==> src/rtl/instr_sequencer_if.sv <==
// Handshake bundle between the program sequencer, instruction memory and instruction unit.
interface instr_sequencer_if #(
    parameter int unsigned IMEM_AW = 10,
    parameter int unsigned INSTR_W = 19
);
    logic               imem_rd;
    logic [IMEM_AW-1:0] imem_addr;
    logic [INSTR_W-1:0] imem_rdata;
    logic [INSTR_W-1:0] instr;
    logic               issue;
    logic               mem_done;
    logic               alu_done;

    modport master (
        output imem_rd, imem_addr, instr, issue,
        input  imem_rdata, mem_done, alu_done
    );

    modport slave (
        input  imem_rd, imem_addr, instr, issue,
        output imem_rdata, mem_done, alu_done
    );
endinterface

==> src/rtl/instr_sequencer.sv <==
// Program sequencer: fetches, issues and retires a counted run of instructions.
// Optional watchdog on the completion wait: define SEQ_WATCHDOG_EN.
module instr_sequencer #(
    parameter int unsigned IMEM_AW        = 10,
    parameter int unsigned INSTR_W        = 19,
    parameter int unsigned TIMEOUT_CYCLES = 255
) (
    input  logic               clk,
    input  logic               reset_n,
    input  logic               run,
    input  logic [IMEM_AW-1:0] prog_len,
    instr_sequencer_if.master  bus,
    output logic               busy,
    output logic               prog_done,
    output logic [IMEM_AW-1:0] retired,
    output logic               err
);
    localparam int unsigned OP_W = 4;
    // Opcode encodings matching tinyalu_pkg::alu_opcode_t.
    localparam logic [OP_W-1:0] OP_LOAD  = 4'b1000;
    localparam logic [OP_W-1:0] OP_STORE = 4'b1001;

    typedef enum logic [2:0] {
        IDLE,
        FETCH,
        WAIT_RD,
        ISSUE,
        WAIT_DONE,
        FINISH
    } state_t;

    state_t             state_q, state_d;
    logic [IMEM_AW-1:0] pc_q, pc_d;
    logic [IMEM_AW-1:0] len_q, len_d;
    logic [IMEM_AW-1:0] retired_q, retired_d;
    logic [INSTR_W-1:0] instr_q, instr_d;
    logic [OP_W-1:0]    opcode;
    logic               is_mem;
    logic               done_match;
    logic               timeout;

    assign opcode     = instr_q[INSTR_W-1 -: OP_W];
    assign is_mem     = (opcode == OP_LOAD) || (opcode == OP_STORE);
    assign done_match = is_mem ? bus.mem_done : bus.alu_done;

`ifdef SEQ_WATCHDOG_EN
    localparam int unsigned WD_W = ($clog2(TIMEOUT_CYCLES + 1) > 8) ? $clog2(TIMEOUT_CYCLES + 1) : 8;
    logic [WD_W-1:0] wd_q, wd_d;
    logic            err_q, err_d;

    // Last permitted WAIT_DONE cycle is the one where the count would reach the limit.
    assign timeout = (wd_q == WD_W'(TIMEOUT_CYCLES - 1));
    assign err     = err_q;
`else
    assign timeout = 1'b0;
    assign err     = 1'b0;
`endif

    // Next-state and datapath updates.
    always_comb begin
        state_d   = state_q;
        pc_d      = pc_q;
        len_d     = len_q;
        retired_d = retired_q;
        instr_d   = instr_q;
`ifdef SEQ_WATCHDOG_EN
        wd_d      = wd_q;
        err_d     = err_q;
`endif
        case (state_q)
            IDLE: begin
                if (run) begin
                    pc_d      = '0;
                    retired_d = '0;
                    if (prog_len != '0) begin
                        len_d   = prog_len;
                        state_d = FETCH;
`ifdef SEQ_WATCHDOG_EN
                        err_d   = 1'b0;
`endif
                    end else begin
                        state_d = FINISH;
                    end
                end
            end
            FETCH:   state_d = WAIT_RD;
            WAIT_RD: begin
                instr_d = bus.imem_rdata;
                state_d = ISSUE;
            end
            ISSUE: begin
                state_d = WAIT_DONE;
`ifdef SEQ_WATCHDOG_EN
                wd_d    = '0;
`endif
            end
            WAIT_DONE: begin
                if (done_match) begin
                    retired_d = retired_q + IMEM_AW'(1);
                    pc_d      = pc_q + IMEM_AW'(1);
                    state_d   = ((pc_q + IMEM_AW'(1)) == len_q) ? FINISH : FETCH;
                end else if (timeout) begin
                    state_d = IDLE;
`ifdef SEQ_WATCHDOG_EN
                    err_d   = 1'b1;
`endif
                end else begin
`ifdef SEQ_WATCHDOG_EN
                    wd_d = wd_q + WD_W'(1);
`endif
                end
            end
            FINISH:  state_d = IDLE;
            default: state_d = IDLE;
        endcase
    end

    // State and registered outputs, decoded from the next state so they align with it.
    always_ff @(posedge clk) begin
        if (!reset_n) begin
            state_q     <= IDLE;
            pc_q        <= '0;
            len_q       <= '0;
            retired_q   <= '0;
            instr_q     <= '0;
            bus.imem_rd <= 1'b0;
            bus.issue   <= 1'b0;
            busy        <= 1'b0;
            prog_done   <= 1'b0;
`ifdef SEQ_WATCHDOG_EN
            wd_q        <= '0;
            err_q       <= 1'b0;
`endif
        end else begin
            state_q     <= state_d;
            pc_q        <= pc_d;
            len_q       <= len_d;
            retired_q   <= retired_d;
            instr_q     <= instr_d;
            bus.imem_rd <= (state_d == FETCH);
            bus.issue   <= (state_d == ISSUE);
            busy        <= (state_d != IDLE);
            prog_done   <= (state_d == FINISH);
`ifdef SEQ_WATCHDOG_EN
            wd_q        <= wd_d;
            err_q       <= err_d;
`endif
        end
    end

    assign bus.imem_addr = pc_q;
    assign bus.instr     = instr_q;
    assign retired       = retired_q;
endmodule
==> src/flat_wrapper.sv <==
// flat-port wrapper written by rule: the top's interface ports become plain ports
module instr_sequencer_flat 
#(
    parameter int unsigned IMEM_AW        = 10,
    parameter int unsigned INSTR_W        = 19,
    parameter int unsigned TIMEOUT_CYCLES = 255
)
  (clk, reset_n, run, prog_len, busy, prog_done, retired, err, bus_imem_rd, bus_imem_addr, bus_instr, bus_issue, bus_imem_rdata, bus_mem_done, bus_alu_done);
  instr_sequencer_if #(.IMEM_AW(IMEM_AW), .INSTR_W(INSTR_W)) bus_i ();
  input  logic clk;
  input  logic reset_n;
  input  logic run;
  input  logic [IMEM_AW-1:0] prog_len;
  output logic busy;
  output logic prog_done;
  output logic [IMEM_AW-1:0] retired;
  output logic err;
  output wire logic [$bits(bus_i.imem_rd)-1:0] bus_imem_rd;
  output wire logic [$bits(bus_i.imem_addr)-1:0] bus_imem_addr;
  output wire logic [$bits(bus_i.instr)-1:0] bus_instr;
  output wire logic [$bits(bus_i.issue)-1:0] bus_issue;
  input wire logic [$bits(bus_i.imem_rdata)-1:0] bus_imem_rdata;
  input wire logic [$bits(bus_i.mem_done)-1:0] bus_mem_done;
  input wire logic [$bits(bus_i.alu_done)-1:0] bus_alu_done;
  assign bus_imem_rd = bus_i.imem_rd;
  assign bus_imem_addr = bus_i.imem_addr;
  assign bus_instr = bus_i.instr;
  assign bus_issue = bus_i.issue;
  assign bus_i.imem_rdata = bus_imem_rdata;
  assign bus_i.mem_done = bus_mem_done;
  assign bus_i.alu_done = bus_alu_done;
  instr_sequencer #(.IMEM_AW(IMEM_AW), .INSTR_W(INSTR_W), .TIMEOUT_CYCLES(TIMEOUT_CYCLES)) u_core (.clk(clk), .reset_n(reset_n), .run(run), .prog_len(prog_len), .bus(bus_i), .busy(busy), .prog_done(prog_done), .retired(retired), .err(err));
endmodule
==> config.mk <==
export PLATFORM = sky130hd
export DESIGN_NAME = instr_sequencer_flat
export DESIGN_NICKNAME = d
export VERILOG_FILES = /design/src/rtl/instr_sequencer_if.sv /design/src/rtl/instr_sequencer.sv /design/src/flat_wrapper.sv
export SDC_FILE = /design/constraint.sdc
export NUM_CORES = 1
export LEC_CHECK = 0
export CAP_MARGIN = 40
export CORE_UTILIZATION = 30
export DETAILED_ROUTE_END_ITERATION = 10
export GPL_TIMING_DRIVEN = 0
export SLEW_MARGIN = 25
export SYNTH_ARGS = -nofsm -noshare
export SYNTH_HDL_FRONTEND = slang
export SYNTH_SLANG_ARGS = --single-unit
==> constraint.sdc <==
create_clock -name clk -period 3.1 [get_ports clk]
set_clock_uncertainty 0.05 [all_clocks]
set_input_delay 0.31 -clock clk [delete_from_list [all_inputs] [get_ports clk]]
set_output_delay 0.31 -clock clk [all_outputs]
set_load 0.05 [all_outputs]
==> results.md <==
Outcome:
- The flow ran to the end, and the final reports show no timing, DRC or antenna violations.

Finish:
- The number of antenna diodes in the final layout is 0.
- In the final layout, the share of cells above drive strength 1 is 0.0550.
- The final design area excluding fillers is approximately 3700 µm².
- The filler cell count is 917.
- The area growth from synthesis to layout is 37.8%.
- In the final design database the tool counted 435 nets.

STA:
- The max-slew violation count is 0.
- The slew at the pin closest to its max-slew limit is 0.596 ns.
- Setup repair after global routing left no endpoint under its margin.
- The worst-case headroom to the max-slew limit is 0.597.
- Counting I/O delays and the setup requirement, the final critical path takes 2.54 ns.
- The worst hold slack is 0.418 ns.
- For this run, the top clock speed supported by timing is between 300 and 400 MHz.
- The fraction of the cycle the final worst path needs is 0.821.
- The final count of hold timing violations is 0.
- The post-route setup TNS is 0 ns.
- Setup violations remaining at the end of the flow were counted as 0.

Logic synthesis:
- After synthesis the netlist holds a flip-flop and latch count of 56.
- In the synthesized netlist the dominant register cell turns out to be sky130_fd_sc_hd__dfxtp_1.
- The async set or reset register ratio after synthesis is 0.
- Summing every instance area after synthesis gives approximately 2700 µm².
- The synthesized netlist net count is 352.
- For this run, the register share of the synthesized area comes to 0.421.
- The number of flops mapped to enable cells by yosys is 0.
- During synthesis, Yosys emitted a total of 0 warnings.
- The average size of a mapped cell is approximately 8.4 µm².
- Synthesis handed over a netlist of roughly 320 instances.
- The distinct cell type count after synthesis is 52.

CTS:
- The clock network latency to the later pin of the worst-skew pair is roughly 0.31 ns.
- The CTS H-tree depth is 2.
- The number of buffers on the longest clock path is 2.
- Post-CTS timing repair inserted 0 buffers for setup.
- The TritonCTS clock tree is yes.
- The TritonCTS sink count is 56.
- After clock tree synthesis, the clock-pin slew on the worst setup and hold paths is around 0.11 ns.
- For this design, the CTS-stage hold fixing added 0 buffers.
- The number of buffers inserted during clock tree synthesis is 5.
- The number of gates resized after CTS was 0.
- The CTS root buffer is sky130_fd_sc_hd__clkbuf_8.

Worst setup path:
- The nature of the critical path startpoint is a flip-flop.
- On the worst path, the slowest cell contributes a delay of between 0.4 and 0.5 ns.
- Among cell families on the critical path, the largest total delay comes from buffers and inverters.
- At the worst endpoint, the required time is 3.26 ns.
- In this run the register-to-register setup slack is 0.56 ns.
- The maximum fanout encountered on the critical timing path is 10.
- Walking the worst path, the cells encountered are nor3b_1 > mux2i_1 > or2_1 > clkbuf_1 > clkbuf_1 > nor2_1 > a31oi_1 > nor2_1.
- The critical path contains buffers and inverters numbering 2 combined.
- The worst setup path category is flip-flop to flip-flop.
- The critical path endpoint category is a flip-flop.
- The critical path data arrival time is about 2.7 ns.
- The master of the slowest instance on the critical path is sky130_fd_sc_hd__mux2i_1.

Drt:
- After detailed routing, the number of vias per cell comes to around 4.8.
- For this block, the initial DRC count from the detailed router was 54.
- The total detailed-routing wirelength is a little under 7000 µm.
- Across all layers, the routed design uses roughly 2400 vias.
- In the routed design, unresolved DRC markers number 0.
- The detail route stage leaves a number of antenna-violating nets equal to 0.
- Before antenna repair, the detailed router went through 4 iterations.
- The average routed wire per standard cell is around 14 µm.

GRT:
- The via count of the first global-routing pass came to between 2000 and 2500.
- The initial antenna violation count is 0.
- The total global routing overflow is 0.
- Across every metal layer, demand over resource in global routing totals 0.156.
- The first-pass GRT wire length is around 11000 µm.
- The pin count of the biggest net entering global routing is 18.

Power:
- For this design the static power due to leakage is 1.27 nW.
- The peak supply drop is between 200 and 300 µV.
- The power per cell area is approximately 560 nW/µm².

Placement:
- The post-detailed-placement half-perimeter wirelength is about 5000 µm.
- The final estimated routing congestion in global placement is around 0.82.
- Input and output buffers added on the ports amount to 76.
- Once placement finished, the instance area stood at between 3000 and 4000 µm².

Worst hold path:
- The worst hold path class is flip-flop to flip-flop.

Die:
- The die is just under 100 µm tall.
- The region available for standard cell placement spans between 8000 and 9000 µm².
- The die covers a little over 9000 µm².
- The number of primary I/O pins is 78.
- The initial standard-cell utilization of the core is 0.307.
- Measured along the x axis, the die boundary spans approximately 96 µm.
- The floorplan has 34 rows.

Job:
- The reported max-cap violation count is 0.
## per-stage QoR
| stage | setup WS, ns | total power, W | std cells | util |
|---|---|---|---|---|
| floorplan | 0.535 | 0.00135 | 316 | - |
| global placement | 0.533 | 0.00159 | 500 | 0.410 |
| detailed placement | 0.509 | 0.00160 | 500 | 0.410 |
| CTS | 0.555 | 0.00209 | 508 | 0.423 |
| global route | 0.332 | 0.00219 | 508 | 0.423 |
| finish | 0.555 | 0.00207 | 508 | 0.423 |
## cell usage after synthesis, drive strengths merged (3+ instances only)
master / number / area, µm²
nor3: 7 / 35.0
or4: 3 / 22.5
xor2: 8 / 70.1
xnor2: 9 / 78.8
and2: 3 / 18.8
a21boi: 24 / 180
clkbuf: 13 / 48.8
nor2: 22 / 85.1
nor4: 3 / 25.0
dfxtp: 56 / 1120
nand4: 6 / 52.6
mux2i: 9 / 90.1
o21ai: 16 / 80.1
a21oi: 11 / 55.1
buf: 6 / 35.0
nor3b: 3 / 22.5
nand2: 53 / 199
nor2b: 17 / 106
nand3b: 3 / 22.5
nand3: 8 / 40.0
and3: 4 / 25.0
## cell families after synthesis
kind of cell | share of synthesized area
fa+ha+maj | 0.00939
flops | 0.421
xor+xnor | 0.0559
mux | 0.0338
buf+inv | 0.0343
compound gates | 0.172
simple gates | 0.272
other cells | 0.00141
## where the power goes
part | internal, W | leakage (nW) | switching (W) | total [W]
clock network | 0.000240 | 0.0541 | 0.000246 | 0.000486
registers | 0.000803 | 0.455 | 0.0000582 | 0.000861
logic | 0.000264 | 0.762 | 0.000461 | 0.000724
## placed cells by master (no fill, tap or decap), types with 4 or more instances in the layout
cell and n:
sky130_fd_sc_hd__nand4_1 5, sky130_fd_sc_hd__xnor2_1 9, sky130_fd_sc_hd__clkdlybuf4s50_1 76, sky130_fd_sc_hd__a21oi_1 11
sky130_fd_sc_hd__nor2_1 21, sky130_fd_sc_hd__nor2b_1 17, sky130_fd_sc_hd__a21boi_1 5, sky130_fd_sc_hd__nand3_1 8
sky130_fd_sc_hd__clkbuf_8 5, sky130_fd_sc_hd__xor2_1 8, sky130_fd_sc_hd__buf_2 4, sky130_fd_sc_hd__mux2i_1 9
sky130_fd_sc_hd__and3_1 4, sky130_fd_sc_hd__o21ai_0 15, sky130_fd_sc_hd__nor3_1 7, sky130_fd_sc_hd__a21boi_0 19
sky130_fd_sc_hd__dfxtp_1 56, sky130_fd_sc_hd__nand2_1 53, sky130_fd_sc_hd__clkbuf_1 13
## layout make-up
type	instances	area (µm²)	share of cell area
timing repair buffer	76	761	0.207
clock buffer	5	68.8	0.0187
clock inverter	3	42.5	0.0116
sequential	56	1120	0.305
buffer	19	83.8	0.0228
multi-input combinational	239	1450	0.396
tap	108	135	0.0368
inverter	2	7.51	0.00204
## sequential cells by signal (all words and copies together), names as in the netlist
| signal | cells |
|---|---|
| u_core.bus.instr | 19 |
| u_core.bus.imem_addr | 10 |
| u_core.len_q | 10 |
| u_core.retired | 10 |
| u_core.state_q | 3 |
| u_core.bus.imem_rd | 1 |
| u_core.bus.issue | 1 |
| u_core.busy | 1 |
| u_core.prog_done | 1 |
## worst reg2reg max path, stage by stage, from the launching register on
cell and delay (ns):
sky130_fd_sc_hd__dfxtp_1 0.36, sky130_fd_sc_hd__nor3b_1 0.25, sky130_fd_sc_hd__mux2i_1 0.49, sky130_fd_sc_hd__or2_1 0.18
sky130_fd_sc_hd__clkbuf_1 0.28, sky130_fd_sc_hd__clkbuf_1 0.44, sky130_fd_sc_hd__nor2_1 0.14, sky130_fd_sc_hd__a31oi_1 0.19
sky130_fd_sc_hd__nor2_1 0.07
## path summary, 6_finish.rpt
| check | startpoint | endpoint | cells after the start |
|---|---|---|---|
| setup reg to reg | u_core.bus.instr[18]$_SDFFE_PN0P_ | u_core.bus.imem_addr[9]$_SDFFE_PN0P_ | 8 |
| setup / recovery | u_core.bus.instr[18]$_SDFFE_PN0P_ | u_core.bus.imem_addr[9]$_SDFFE_PN0P_ | 8 |
| hold / removal | u_core.bus.instr[3]$_SDFFE_PN0P_ | u_core.bus.instr[3]$_SDFFE_PN0P_ | 2 |
| hold reg to reg | u_core.bus.instr[3]$_SDFFE_PN0P_ | u_core.bus.instr[3]$_SDFFE_PN0P_ | 2 |
## routing by layer
metal  up-vias  wire (µm)  global-route usage
li1       1254          -                   -
met1      1094       3240               0.198
met2        71       3050               0.251
met3         5        580              0.0608
met4         0         36              0.0311
met5         -          0                   0
Note: power is estimated with default switching activity, not from simulation.
